--- src/rtl/sram_pkg.sv ---
// -----------------------------------------------------------------------------
// sram_pkg
// Definitions shared by the SRAM wrapper and its feeders.
//   DEFAULT_X_RES / DEFAULT_Y_RES / DEFAULT_PRECISION : image geometry defaults
//   pixel_entry_t : one buffered SPI pixel {x, y, rgb}; also the FIFO word
//   phase_t       : byte-pair assembly phase of the SPI image loader
// -----------------------------------------------------------------------------
package sram_pkg;

    localparam int DEFAULT_X_RES     = 800;
    localparam int DEFAULT_Y_RES     = 600;
    localparam int DEFAULT_PRECISION = 11;

    typedef struct packed {
        logic [DEFAULT_PRECISION-1:0] x;
        logic [DEFAULT_PRECISION-1:0] y;
        logic [15:0]                  rgb;
    } pixel_entry_t;

    // LOW_PENDING: next byte is the high byte of a new pixel.
    // HIGH_HELD:   high byte latched, next byte completes the pixel.
    typedef enum logic {
        LOW_PENDING = 1'b0,
        HIGH_HELD   = 1'b1
    } phase_t;

endpackage

--- src/rtl/sync_fifo.sv ---
// -----------------------------------------------------------------------------
// sync_fifo
// Single-clock show-ahead FIFO: the head word is always present on rdata
// while not empty, and pop consumes it on the same clock edge.
// Ports:
//   clk, rst     : clock, synchronous active-high reset (pointers only)
//   push, wdata  : write request and word; ignored when full unless popping
//   pop          : consume head word; ignored when empty
//   rdata        : head word (undefined while empty)
//   full, empty  : occupancy flags
// -----------------------------------------------------------------------------
module sync_fifo #(
    parameter int WIDTH = 8,
    parameter int DEPTH = 16
) (
    input  logic             clk,
    input  logic             rst,
    input  logic             push,
    input  logic [WIDTH-1:0] wdata,
    input  logic             pop,
    output logic [WIDTH-1:0] rdata,
    output logic             full,
    output logic             empty
);

    localparam int AW = $clog2(DEPTH);

    logic [WIDTH-1:0] mem [DEPTH];
    logic [AW:0]      wr_ptr_q, wr_ptr_d;
    logic [AW:0]      rd_ptr_q, rd_ptr_d;
    logic             wr_en;
    logic             rd_en;

    // Extra pointer MSB distinguishes full from empty when indices match.
    assign empty = (wr_ptr_q == rd_ptr_q);
    assign full  = (wr_ptr_q[AW] != rd_ptr_q[AW]) &&
                   (wr_ptr_q[AW-1:0] == rd_ptr_q[AW-1:0]);

    // A push into a full FIFO is legal when the head leaves on the same edge:
    // the write lands in the slot being vacated.
    assign rd_en = pop & ~empty;
    assign wr_en = push & (~full | rd_en);

    assign rdata = mem[rd_ptr_q[AW-1:0]];

    always_comb begin
        wr_ptr_d = wr_ptr_q;
        rd_ptr_d = rd_ptr_q;
        if (wr_en) wr_ptr_d = wr_ptr_q + 1'b1;
        if (rd_en) rd_ptr_d = rd_ptr_q + 1'b1;
    end

    always_ff @(posedge clk) begin
        if (rst) begin
            wr_ptr_q <= '0;
            rd_ptr_q <= '0;
        end else begin
            wr_ptr_q <= wr_ptr_d;
            rd_ptr_q <= rd_ptr_d;
        end
    end

    always_ff @(posedge clk) begin
        if (wr_en) mem[wr_ptr_q[AW-1:0]] <= wdata;
    end

endmodule

--- src/rtl/spi_image_loader.sv ---
// -----------------------------------------------------------------------------
// spi_image_loader
// Assembles SPI bytes into RGB565 pixels, tags each with a raster coordinate,
// buffers them and drains one pixel per free SRAM slot.
// Optional build macro: SPI_LOADER_DROP_COUNT_EN enables the saturating
// dropped-pixel counter; otherwise drop_count is tied to zero.
// Ports:
//   clk, rst       : clock, synchronous active-high reset
//   byte_valid     : byte_data carries an SPI byte this cycle
//   byte_data      : SPI byte (high byte first)
//   frame_start    : restart the image at (0,0); buffered pixels still drain
//   slot_free      : SRAM accepts an SPI write this cycle
//   spi_active     : head pixel presented and consumed this cycle
//   spi_pixel_in   : RGB565 head pixel
//   spi_pixel_x/y  : head pixel coordinate, signed, zero-extended
//   fifo_full      : buffer holds FIFO_DEPTH entries
//   overflow       : sticky, a pixel was dropped since rst/frame_start
//   image_done     : one-cycle pulse after the last pixel of the image
//   drop_count     : number of dropped pixels (saturating)
// -----------------------------------------------------------------------------
module spi_image_loader
    import sram_pkg::*;
#(
    parameter int X_RES      = DEFAULT_X_RES,
    parameter int Y_RES      = DEFAULT_Y_RES,
    parameter int PRECISION  = DEFAULT_PRECISION,
    parameter int FIFO_DEPTH = 16
) (
    input  logic                  clk,
    input  logic                  rst,
    input  logic                  byte_valid,
    input  logic [7:0]            byte_data,
    input  logic                  frame_start,
    input  logic                  slot_free,
    output logic                  spi_active,
    output logic [15:0]           spi_pixel_in,
    output logic signed [PRECISION:0] spi_pixel_x,
    output logic signed [PRECISION:0] spi_pixel_y,
    output logic                  fifo_full,
    output logic                  overflow,
    output logic                  image_done,
    output logic [15:0]           drop_count
);

    localparam logic [PRECISION-1:0] X_LAST = PRECISION'(X_RES - 1);
    localparam logic [PRECISION-1:0] Y_LAST = PRECISION'(Y_RES - 1);

    phase_t               phase_q, phase_d;
    logic [7:0]           hi_q, hi_d;
    logic [PRECISION-1:0] cur_x_q, cur_x_d;
    logic [PRECISION-1:0] cur_y_q, cur_y_d;
    logic                 overflow_q, overflow_d;
    logic                 image_done_q, image_done_d;

    logic                 push;
    logic                 pop;
    logic                 drop;
    logic                 full;
    logic                 empty;
    pixel_entry_t         wr_entry;
    pixel_entry_t         head;

    sync_fifo #(
        .WIDTH ($bits(pixel_entry_t)),
        .DEPTH (FIFO_DEPTH)
    ) u_fifo (
        .clk   (clk),
        .rst   (rst),
        .push  (push),
        .wdata (wr_entry),
        .pop   (pop),
        .rdata (head),
        .full  (full),
        .empty (empty)
    );

    // Drain side is independent of the byte stream.
    assign pop        = ~empty & slot_free;
    assign spi_active = pop;
    assign fifo_full  = full;
    assign overflow   = overflow_q;
    assign image_done = image_done_q;

    // Head fields are forced to zero while empty so idle outputs are defined.
    assign spi_pixel_in = empty ? 16'h0000 : head.rgb;
    assign spi_pixel_x  = empty ? '0 : $signed({1'b0, PRECISION'(head.x)});
    assign spi_pixel_y  = empty ? '0 : $signed({1'b0, PRECISION'(head.y)});

    always_comb begin
        phase_d      = phase_q;
        hi_d         = hi_q;
        cur_x_d      = cur_x_q;
        cur_y_d      = cur_y_q;
        overflow_d   = overflow_q;
        image_done_d = 1'b0;
        push         = 1'b0;
        drop         = 1'b0;

        wr_entry.x   = DEFAULT_PRECISION'(cur_x_q);
        wr_entry.y   = DEFAULT_PRECISION'(cur_y_q);
        wr_entry.rgb = {hi_q, byte_data};

        if (frame_start) begin
            // A byte arriving with frame_start opens pixel (0,0).
            cur_x_d    = '0;
            cur_y_d    = '0;
            overflow_d = 1'b0;
            phase_d    = byte_valid ? HIGH_HELD : LOW_PENDING;
            if (byte_valid) hi_d = byte_data;
        end else if (byte_valid) begin
            if (phase_q == LOW_PENDING) begin
                hi_d    = byte_data;
                phase_d = HIGH_HELD;
            end else begin
                phase_d = LOW_PENDING;
                push    = ~full | pop;
                drop    = ~push;
                if (drop) overflow_d = 1'b1;
                // Cursor advances whether the pixel was kept or dropped.
                if (cur_x_q == X_LAST) begin
                    cur_x_d = '0;
                    if (cur_y_q == Y_LAST) begin
                        cur_y_d      = '0;
                        image_done_d = 1'b1;
                    end else begin
                        cur_y_d = cur_y_q + 1'b1;
                    end
                end else begin
                    cur_x_d = cur_x_q + 1'b1;
                end
            end
        end
    end

    always_ff @(posedge clk) begin
        if (rst) begin
            phase_q      <= LOW_PENDING;
            cur_x_q      <= '0;
            cur_y_q      <= '0;
            overflow_q   <= 1'b0;
            image_done_q <= 1'b0;
        end else begin
            phase_q      <= phase_d;
            cur_x_q      <= cur_x_d;
            cur_y_q      <= cur_y_d;
            overflow_q   <= overflow_d;
            image_done_q <= image_done_d;
        end
    end

    // High byte is data only; the phase reset discards it.
    always_ff @(posedge clk) begin
        hi_q <= hi_d;
    end

`ifdef SPI_LOADER_DROP_COUNT_EN
    logic [15:0] drop_count_q, drop_count_d;

    always_comb begin
        drop_count_d = drop_count_q;
        if (frame_start) begin
            drop_count_d = '0;
        end else if (drop && (drop_count_q != 16'hFFFF)) begin
            drop_count_d = drop_count_q + 16'd1;
        end
    end

    always_ff @(posedge clk) begin
        if (rst) drop_count_q <= '0;
        else     drop_count_q <= drop_count_d;
    end

    assign drop_count = drop_count_q;
`else
    assign drop_count = 16'h0000;
`endif

endmodule

--- config.mk ---
export PLATFORM = sky130hd
export DESIGN_NAME = spi_image_loader
export DESIGN_NICKNAME = d
export VERILOG_FILES = /design/src/rtl/sram_pkg.sv /design/src/rtl/sync_fifo.sv /design/src/rtl/spi_image_loader.sv
export SDC_FILE = /design/constraint.sdc
export NUM_CORES = 1
export LEC_CHECK = 0
export BUFFER_PORTS_ARGS = -buffer_cell sky130_fd_sc_hd__buf_2
export CAP_MARGIN = 10
export CORE_MARGIN = 1
export CORE_UTILIZATION = 39
export DETAILED_ROUTE_END_ITERATION = 6
export GPL_TIMING_DRIVEN = 1
export PLACE_DENSITY = 0.66
export SYNTH_ARGS = -nofsm -noshare
export SYNTH_HDL_FRONTEND = slang
export SYNTH_HIERARCHICAL = 1
export SYNTH_SLANG_ARGS = --single-unit
--- constraint.sdc ---
create_clock -name clk -period 5.33 [get_ports clk]
set_clock_uncertainty 0.05 [all_clocks]
set_input_delay 1.066 -clock clk [delete_from_list [all_inputs] [get_ports clk]]
set_output_delay 1.066 -clock clk [all_outputs]
set_load 0.005 [all_outputs]
==> results of run 1 <==
cell type report:
| cell class | count | area [µm²] | area share |
|---|---|---|---|
| flip-flops and latches | 655 | 19300 | 0.667 |
| repair buffers | 84 | 646 | 0.0223 |
| multi-input cells | 428 | 5820 | 0.201 |
| clock inverters | 33 | 264 | 0.00913 |
| diodes | 1 | 2.50 | 0.0000866 |
| clock buffers | 87 | 1790 | 0.0621 |
| inverters | 6 | 22.5 | 0.000779 |
| well taps | 855 | 1070 | 0.0370 |
cell families after synthesis:
group / count (synthesis) / share of synthesized area
muxes: 193 / 0.169
DFF: 655 / 0.757
other: 1 / 0.000147
buffers and inverters: 78 / 0.0184
adders and majority gates: 7 / 0.00344
AOI/OAI and AO/OA: 33 / 0.00836
xor gates and xnor gates: 22 / 0.00757
and+or+nand+nor: 155 / 0.0354
per-layer routing:
metal,vias up,track usage,routed length [µm]
li1,4957,-,-
met1,6189,0.217,22100
met2,378,0.262,26100
met3,73,0.0326,3240
met4,2,0.0544,1170
met5,-,0,10
worst max-delay path, delay by kind of cell, from the launching register on:
family,cells,cell delay [ns]
mux,2,1.07
flops,1,0.75
simple gates,1,0.19
buf+inv,2,0.56
per-stage QoR:
stage               setup WS, ns  area (µm²)
floorplan                  0.163       25500
global placement            1.35       26800
detailed placement          1.32       26800
CTS                        0.850       28900
global route               0.763       28900
finish                     0.943       28900
cells in the mapped netlist, types with 2 or more instances:
cell / n / area (µm²)
and2_1: 3 / 18.8
buf_6: 9 / 101
clkbuf_1: 23 / 86.3
nand3_1: 13 / 65.1
mux2i_1: 2 / 20.0
and4_1: 2 / 17.5
nand4_1: 7 / 43.8
buf_2: 14 / 70.1
a21oi_1: 15 / 75.1
inv_1: 6 / 22.5
o31ai_1: 2 / 15.0
buf_4: 19 / 143
a21o_1: 2 / 15.0
a311oi_1: 2 / 17.5
mux4_2: 190 / 4280
nor4_1: 3 / 18.8
nor3_1: 4 / 20.0
buf_1: 5 / 18.8
nor3b_1: 2 / 15.0
or3_1: 3 / 18.8
xnor2_1: 13 / 114
a31oi_1: 2 / 12.5
edfxtp_1: 616 / 18500
o22ai_1: 4 / 25.0
ha_1: 7 / 87.6
xor2_1: 9 / 78.8
nor2_1: 26 / 97.6
clkbuf_8: 2 / 27.5
nor2b_1: 44 / 275
dfxtp_1: 39 / 781
nand2_1: 21 / 78.8
or4_1: 2 / 15.0
and3_1: 14 / 87.6
how the worst max path moves through the flow:
stage / startpoint / depth (start not counted) / end / slack [ns]
global route: flip-flop / 5 / spi_pixel_y[9] / 0.76
detailed placement: byte_valid / 6 / u_fifo/mem[8][17] / 1.32
global placement: byte_valid / 5 / u_fifo/mem[10][7] / 1.35
floorplan: byte_valid / 5 / u_fifo/mem[11][0] / 0.16
finish: flip-flop / 5 / spi_pixel_y[9] / 0.94
CTS: flip-flop / 5 / spi_pixel_y[9] / 0.85
state kept, by name, indices dropped and copies added (netlist names), named ones only:
register	count
cur_x_q	11
cur_y_q	11
hi_q	8
image_done	1
overflow	1
phase_q	1
u_fifo/mem	608
u_fifo/rd_ptr_q	5
u_fifo/wr_ptr_q	5
power breakdown:
part / leakage [nW] / internal (mW) / switching [mW]
logic: 1.93 / 0.0239 / 0.0543
registers: 6.19 / 5.58 / 0.0181
clock network: 1.01 / 2.57 / 1.86
total: 9.14 / 8.18 / 1.94
==> impl_metrics.toml, run 1 <==
[critical_path]
worst_path_most_repeated_cell = "mux4_2"
worstReg2RegEnd = "u_fifo/mem[8][22]"
start_kind = "flip-flop"
max_stage_delay_ns = 0.75
reg2reg_depth = 8
reg2reg_slack_ns = 1.45
cp.arrival_ns = 3.27
cp-end-kind = "output pin"
reg2reg_from = "u_fifo/wr_ptr_q[2]"
crit_type = "flip-flop to output pin"
worstPathMaxFanout = 44
crit_slowest_cell = "dfxtp_4"
required_ns = 4.21
crit_chain = "buf_12, mux4_2, mux4_2, nor2b_1, buf_2"

[timing]
worst_pin_slew_ns = 1.02
finalMaxSlewViolations = 0
finalWorstPathRequiredPeriod_ns = 4.39
hold_viol = 0
fmax_mhz = 228
setup_viol = 0
fin_crit_sh = 0.823
slew_headroom = 0.320
rsz0062_at_grt = "no"
whs_ns = 0.460
final.setup.tns_ns = 0

[clock_tree]
cts_resized = 0
clk_pin_slew_ns = 0.06
clock_path_buffers = 3
cts.htree.levels = 3
root_buffer = "clkbuf_16"
cts_hold_buffers = 0
cts_made_buffers = 66
clkLatencyLatePin_ns = 0.60
cts_sinks = 655
postCtsSetupBuffers = 0
cts_tree = "done"

[final_layout]
layout_common_cells = "edfxtp_1, mux4_2, clkbuf_16"
final_common_cell = "edfxtp_1"
final_util = 0.448
final_cells = 2149
nNetsFinal = 1261
area_delta_synth_final_pct = 13.6
drive_above_1_share = 0.307
fill_cells = 5338

[power_and_ir_drop]
leakage_nw = 9.14
powerDensity_nw_per_um2 = 350
vdd_drop_max_mv = 0.218
fin_total_pwr_mw = 10.1

[logic_synthesis]
postSynthCellCount = 1144
synth_flop_cell = "edfxtp_1"
ys_seq_elements = 655
ys_seq_area_frac = 0.757
yosysWarnings = 6
synthArstFlopShare = 0
synth_area_um2 = 25500
synth_edf_count = 616
ys_types = 52
syn_area_per_cell_um2 = 22.3

[detailed_routing]
vias = 11600
drt.antenna.violating_nets = 0
viasPerCell = 5.40
avgRoutedWirePerCell_um = 24.5
wirelength_um = 52600
drtPass1Iterations = 5
drtIter0Drc = 984
drt_drc_violations_left = 0

[placed_design]
place_inst = 2028
port_buffers = 54
gp_congestion = 0.709
hpwl_um = 29300

[floorplan]
die_w_um = 257
start_util = 0.395
rows = 93
io_pins = 73
die_h_um = 257
dieArea_um2 = 66300
fp.coreArea_um2 = 64500

[global_routing]
grt_max_degree = 68
grt-ovfl-total = 0
grt_pass1_vias = 12200
antenna_found_initial = 1
grt_pass1_wl_um = 78600
grt_util_all_layers = 0.161

[run]
cap_violations = 0

[hold_path]
hp-start = "overflow"
min_to = "overflow"
min_path_cells = 2
worstHoldPathType = "flip-flop to flip-flop"

[status]
outcome = "completed"
(Power assumes the default switching activity.)
==> run 2, diff against run 1 <==
Clock period 5.33 ns to 3.7 ns, I/O delays scaled along.
==> impl_metrics.toml, run 2 (synthesis results as in run 1) <==
[final_layout]
largest_register_ffs = 608
final_cells = 2164
final_util = 0.456
layout_common_cells = "edfxtp_1, mux4_2, clkbuf_16"
register_area_um2 = 19300
multi_input_area_um2 = 5830
nNetsFinal = 1280
drive_above_1_share = 0.317
antenna-diode-count = 0
fill_cells = 5286
final_area_um2 = 29400
area_delta_synth_final_pct = 15.5
final_common_cell = "edfxtp_1"

[detailed_routing]
vias = 11800
viasPerCell = 5.43
avgRoutedWirePerCell_um = 24.5
wirelength_um = 53000
drt.antenna.violating_nets = 0
drtIter0Drc = 1186
drt_drc_violations_left = 0
drtPass1Iterations = 5

[power_and_ir_drop]
p_int_mw = 12.2
power_frac_seq = 0.539
vdd_drop_max_mv = 0.289
p_sw_frac = 0.185
power_frac_comb = 0.008
clock_power_share = 0.453
leakage_nw = 9.33
powerDensity_nw_per_um2 = 509
fin_total_pwr_mw = 15.0
netSwitchingPower_mw = 2.77

[placed_design]
place_inst = 2042
hpwl_um = 29000
pre_cts_slack_ns = 0.499
placed_area_um2 = 27100
port_buffers = 54
gp_congestion = 0.741

[clock_tree]
cts_hold_buffers = 0
clk_pin_slew_ns = 0.06
cts_made_buffers = 67
root_buffer = "clkbuf_16"
clock_path_buffers = 3
cts.htree.levels = 3
cts_sinks = 655
cts_tree = "done"
clkLatencyLatePin_ns = 0.58

[critical_path]
cp_top_family = "multiplexers"
crit_slowest_cell = "mux4_2"
max_stage_delay_ns = 0.58
required_ns = 2.91
worst_path_most_repeated_cell = "mux4_2"
crit_chain = "buf_16, mux4_2, mux4_2, nor2b_1, buf_2"
crit_type = "flip-flop to output pin"
cp-end-kind = "output pin"
start_kind = "flip-flop"
worstPathMaxFanout = 36
worst-path-buf-inv = 2
cp.arrival_ns = 2.83

[timing]
hold_viol = 0
finalWorstPathRequiredPeriod_ns = 3.62
worst_pin_slew_ns = 0.794
final.setup.tns_ns = 0
finalMaxSlewViolations = 0
fin_crit_sh = 0.977
setup_viol = 0
rsz0062_at_grt = "yes"
whs_ns = 0.431
layout_setup_ws_ns = 0.0838
slew_headroom = 0.470
fmax_mhz = 277

[hold_path]
worstHoldPathType = "flip-flop to flip-flop"

[floorplan]
io_pins = 73
fp.coreArea_um2 = 64500
die_h_um = 257
dieArea_um2 = 66300
die_w_um = 257
rows = 93
start_util = 0.395

[global_routing]
grt_util_all_layers = 0.163
grt_pass1_vias = 12300
grt_pass1_wl_um = 79500
antenna_found_initial = 0
grt_max_degree = 56
grt-ovfl-total = 0

[run]
cap_violations = 0

[status]
outcome = "completed"
[run 2: worst paths after layout]
check	start	end	slack, ns	cells past startpoint
worst min register to register	overflow	overflow	0.43	2
worst max register to register	u_fifo/wr_ptr_q[2]	u_fifo/mem[0][2]	0.48	8
worst max-delay path	flip-flop	spi_pixel_y[10]	0.08	5
worst min-delay path	overflow	overflow	0.43	2
[run 2: metal layers]
layer | GRT usage | vias to the layer above | routed length, µm
met1 | 0.223 | 6349 | 22500
li1 | - | 4980 | -
met5 | 0 | - | 0
met3 | 0.0284 | 57 | 3060
met2 | 0.268 | 369 | 26700
met4 | 0.0447 | 0 | 819
[run 2: power by group through the flow]
stage | Combinational (mW) | Sequential (mW) | Clock [mW]
2_1_floorplan | 0.0688 | 8.22 | 0
5_1_grt | 0.129 | 8.07 | 7.17
4_1_cts | 0.117 | 8.07 | 6.89
3_5_place_dp | 0.116 | 8.23 | 0
3_3_place_gp | 0.112 | 8.23 | 0
6_report | 0.117 | 8.07 | 6.77
[run 2: cell type report]
class | instances | share of cell area
tap | 855 | 0.0364
inverter | 6 | 0.000766
sequential | 655 | 0.656
multi-input combinational | 428 | 0.198
timing repair buffer | 102 | 0.0326
clock inverter | 25 | 0.0102
clock buffer | 93 | 0.0654
[run 2: tightest hold or removal path: stages (launching register included)]
cell     delay, ns
dfxtp_1       0.33
a41oi_1       0.04
nor2_1        0.08
[run 2: repair_timing]
item                       4_1_cts  5_1_grt
gates resized for setup          2        2
cloned                           0        1
buffers inserted                 0        3
pin swaps                        0        1
setup endpoints to repair        7       13
==> run 3, diff against run 2 <==
Settings changed: SYNTH_HIERARCHICAL 1 to unset.
==> impl_metrics.toml, run 3 <==
[power_and_ir_drop]
netSwitchingPower_mw = 2.98
p_sw_frac = 0.201
powerDensity_nw_per_um2 = 514
power_frac_comb = 0.023
leakage_nw = 8.84
clock_power_share = 0.432
vdd_drop_max_mv = 0.294
power_frac_seq = 0.545
p_int_mw = 11.8

[logic_synthesis]
synthArstFlopShare = 0
synth_flop_cell = "edfxtp_1"
synth_edf_count = 616
postSynthCellCount = 1184
syn_area_per_cell_um2 = 21.1
ys_types = 42
ys_seq_elements = 655
ys_seq_area_frac = 0.772
yosysWarnings = 0
synth_common_cells = "edfxtp_1, mux4_2, a22oi_1"
yosysMostFrequentCell = "edfxtp_1"
synth_area_leaders = "edfxtp_1, mux4_2, dfxtp_1"
synth_area_um2 = 25000
synth_top_cell_by_area = "edfxtp_1"
synth.top_cell.area_share = 0.741

[placed_design]
pre_cts_slack_ns = 0.589
place_inst = 2068
gp_congestion = 0.743
port_buffers = 54
hpwl_um = 29000

[detailed_routing]
vias = 12000
drt_drc_violations_left = 0
avgRoutedWirePerCell_um = 24.5
drt.antenna.violating_nets = 0
viasPerCell = 5.50
wirelength_um = 53500
drtPass1Iterations = 5
drtIter0Drc = 1085

[global_routing]
grt_pass1_wl_um = 79500
antenna_found_initial = 2
grt_max_degree = 47
grt_pass1_vias = 12400
grt_util_all_layers = 0.169
grt-ovfl-total = 0

[floorplan]
io_pins = 73
dieArea_um2 = 65000
rows = 92
start_util = 0.395
die_h_um = 255
fp.coreArea_um2 = 63200
die_w_um = 255

[critical_path]
crit_type = "flip-flop to output pin"
cp-end-kind = "output pin"
required_ns = 2.91
worstPathMaxFanout = 38
start_kind = "flip-flop"
cp.arrival_ns = 2.71

[final_layout]
final_common_cell = "edfxtp_1"
drive_above_1_share = 0.279
fill_cells = 5231
antenna-diode-count = 0
largest_register_ffs = 608
final_cells = 2188
final_util = 0.456
area_delta_synth_final_pct = 15.5
nNetsFinal = 1313
layout_common_cells = "edfxtp_1, mux4_2, a22oi_1"

[status]
outcome = "completed"

[timing]
finalWorstPathRequiredPeriod_ns = 3.50
setup_viol = 0
rsz0062_at_grt = "no"
fin_crit_sh = 0.945
final.setup.tns_ns = 0
hold_viol = 0
layout_setup_ws_ns = 0.202
slew_headroom = 0.411
fmax_mhz = 286
finalMaxSlewViolations = 0
worst_pin_slew_ns = 0.883
whs_ns = 0.425

[clock_tree]
cts_sinks = 655
clkLatencyLatePin_ns = 0.60
cts_made_buffers = 66
root_buffer = "clkbuf_16"
clock_path_buffers = 3
cts_tree = "done"
cts_hold_buffers = 0
clk_pin_slew_ns = 0.06
cts.htree.levels = 3

[run]
cap_violations = 0

[hold_path]
worstHoldPathType = "input port to flip-flop"
## run 3: power by group through the flow
| stage | registers (mW) | clock network (mW) | logic (mW) |
|---|---|---|---|
| finish | 8.07 | 6.41 | 0.345 |
| global route | 8.07 | 6.79 | 0.379 |
| CTS | 8.08 | 6.53 | 0.353 |
| detailed placement | 8.23 | 0 | 0.352 |
| global placement | 8.23 | 0 | 0.347 |
| floorplan | 8.22 | 0 | 0.237 |
## run 3: cell type report
| cell class | instances | area (µm²) | area share |
|---|---|---|---|
| inverter | 8 | 30.0 | 0.00104 |
| clock inverter | 35 | 287 | 0.00994 |
| clock buffer | 82 | 1780 | 0.0619 |
| timing repair buffer | 102 | 943 | 0.0327 |
| multi-input combinational | 460 | 5440 | 0.189 |
| sequential | 655 | 19300 | 0.669 |
| tap | 846 | 1060 | 0.0367 |
## run 3: final timing paths
kind | from | end | slack (ns) | cells past startpoint
max | u_fifo.wr_ptr_q[2] | spi_pixel_x[9] | 0.20 | 6
min | byte_valid | cur_x_q[1] | 0.42 | 3
min reg2reg | overflow | overflow | 0.46 | 2
max reg2reg | cur_x_q[10] | cur_y_q[6] | 0.76 | 5
## run 3: kinds of logic (layout without fill, tap and decap cells)
group | after synthesis | count (layout) | share of synthesized area
flip-flops | 655 | 655 | 0.772
buffers and inverters | 86 | 227 | 0.0159
adder cells (fa/ha/maj) | 7 | 7 | 0.00351
other | 1 | 18 | 0.000150
AND/OR/NAND/NOR | 116 | 116 | 0.0242
multiplexers | 156 | 156 | 0.139
XOR/XNOR | 27 | 27 | 0.00947
AO/OA/AOI/OAI | 136 | 136 | 0.0357
## run 3: worst max-delay path, cell delays in order, from the launching register on
cell	delay, ns
dfxtp_1	0.62
xnor2_1	0.17
nand4_1	0.38
nor2_4	0.24
buf_12	0.29
a21oi_1	0.19
buf_2	0.19
## run 3: timing repair
action | CTS | global route
buffers inserted | 3 | 0
resized for setup | 0 | 1
setup endpoints to repair | 1 | 1
## run 3: per-stage QoR
| step | area [µm²] | power [mW] |
|---|---|---|
| 6_report | 28800 | 14.8 |
| 5_1_grt | 28800 | 15.2 |
| 4_1_cts | 28800 | 15.0 |
| 3_5_place_dp | 26700 | 8.59 |
| 3_3_place_gp | 26700 | 8.58 |
| 2_1_floorplan | 25000 | 8.46 |
## run 3: per-layer routing
metal | vias up | GRT usage | part of all wire
met1 | 6401 | 0.232 | 0.42
met2 | 420 | 0.272 | 0.49
met4 | 4 | 0.0542 | 0.022
met3 | 80 | 0.0337 | 0.066
met5 | - | 0 | 0.00050
li1 | 5125 | - | -
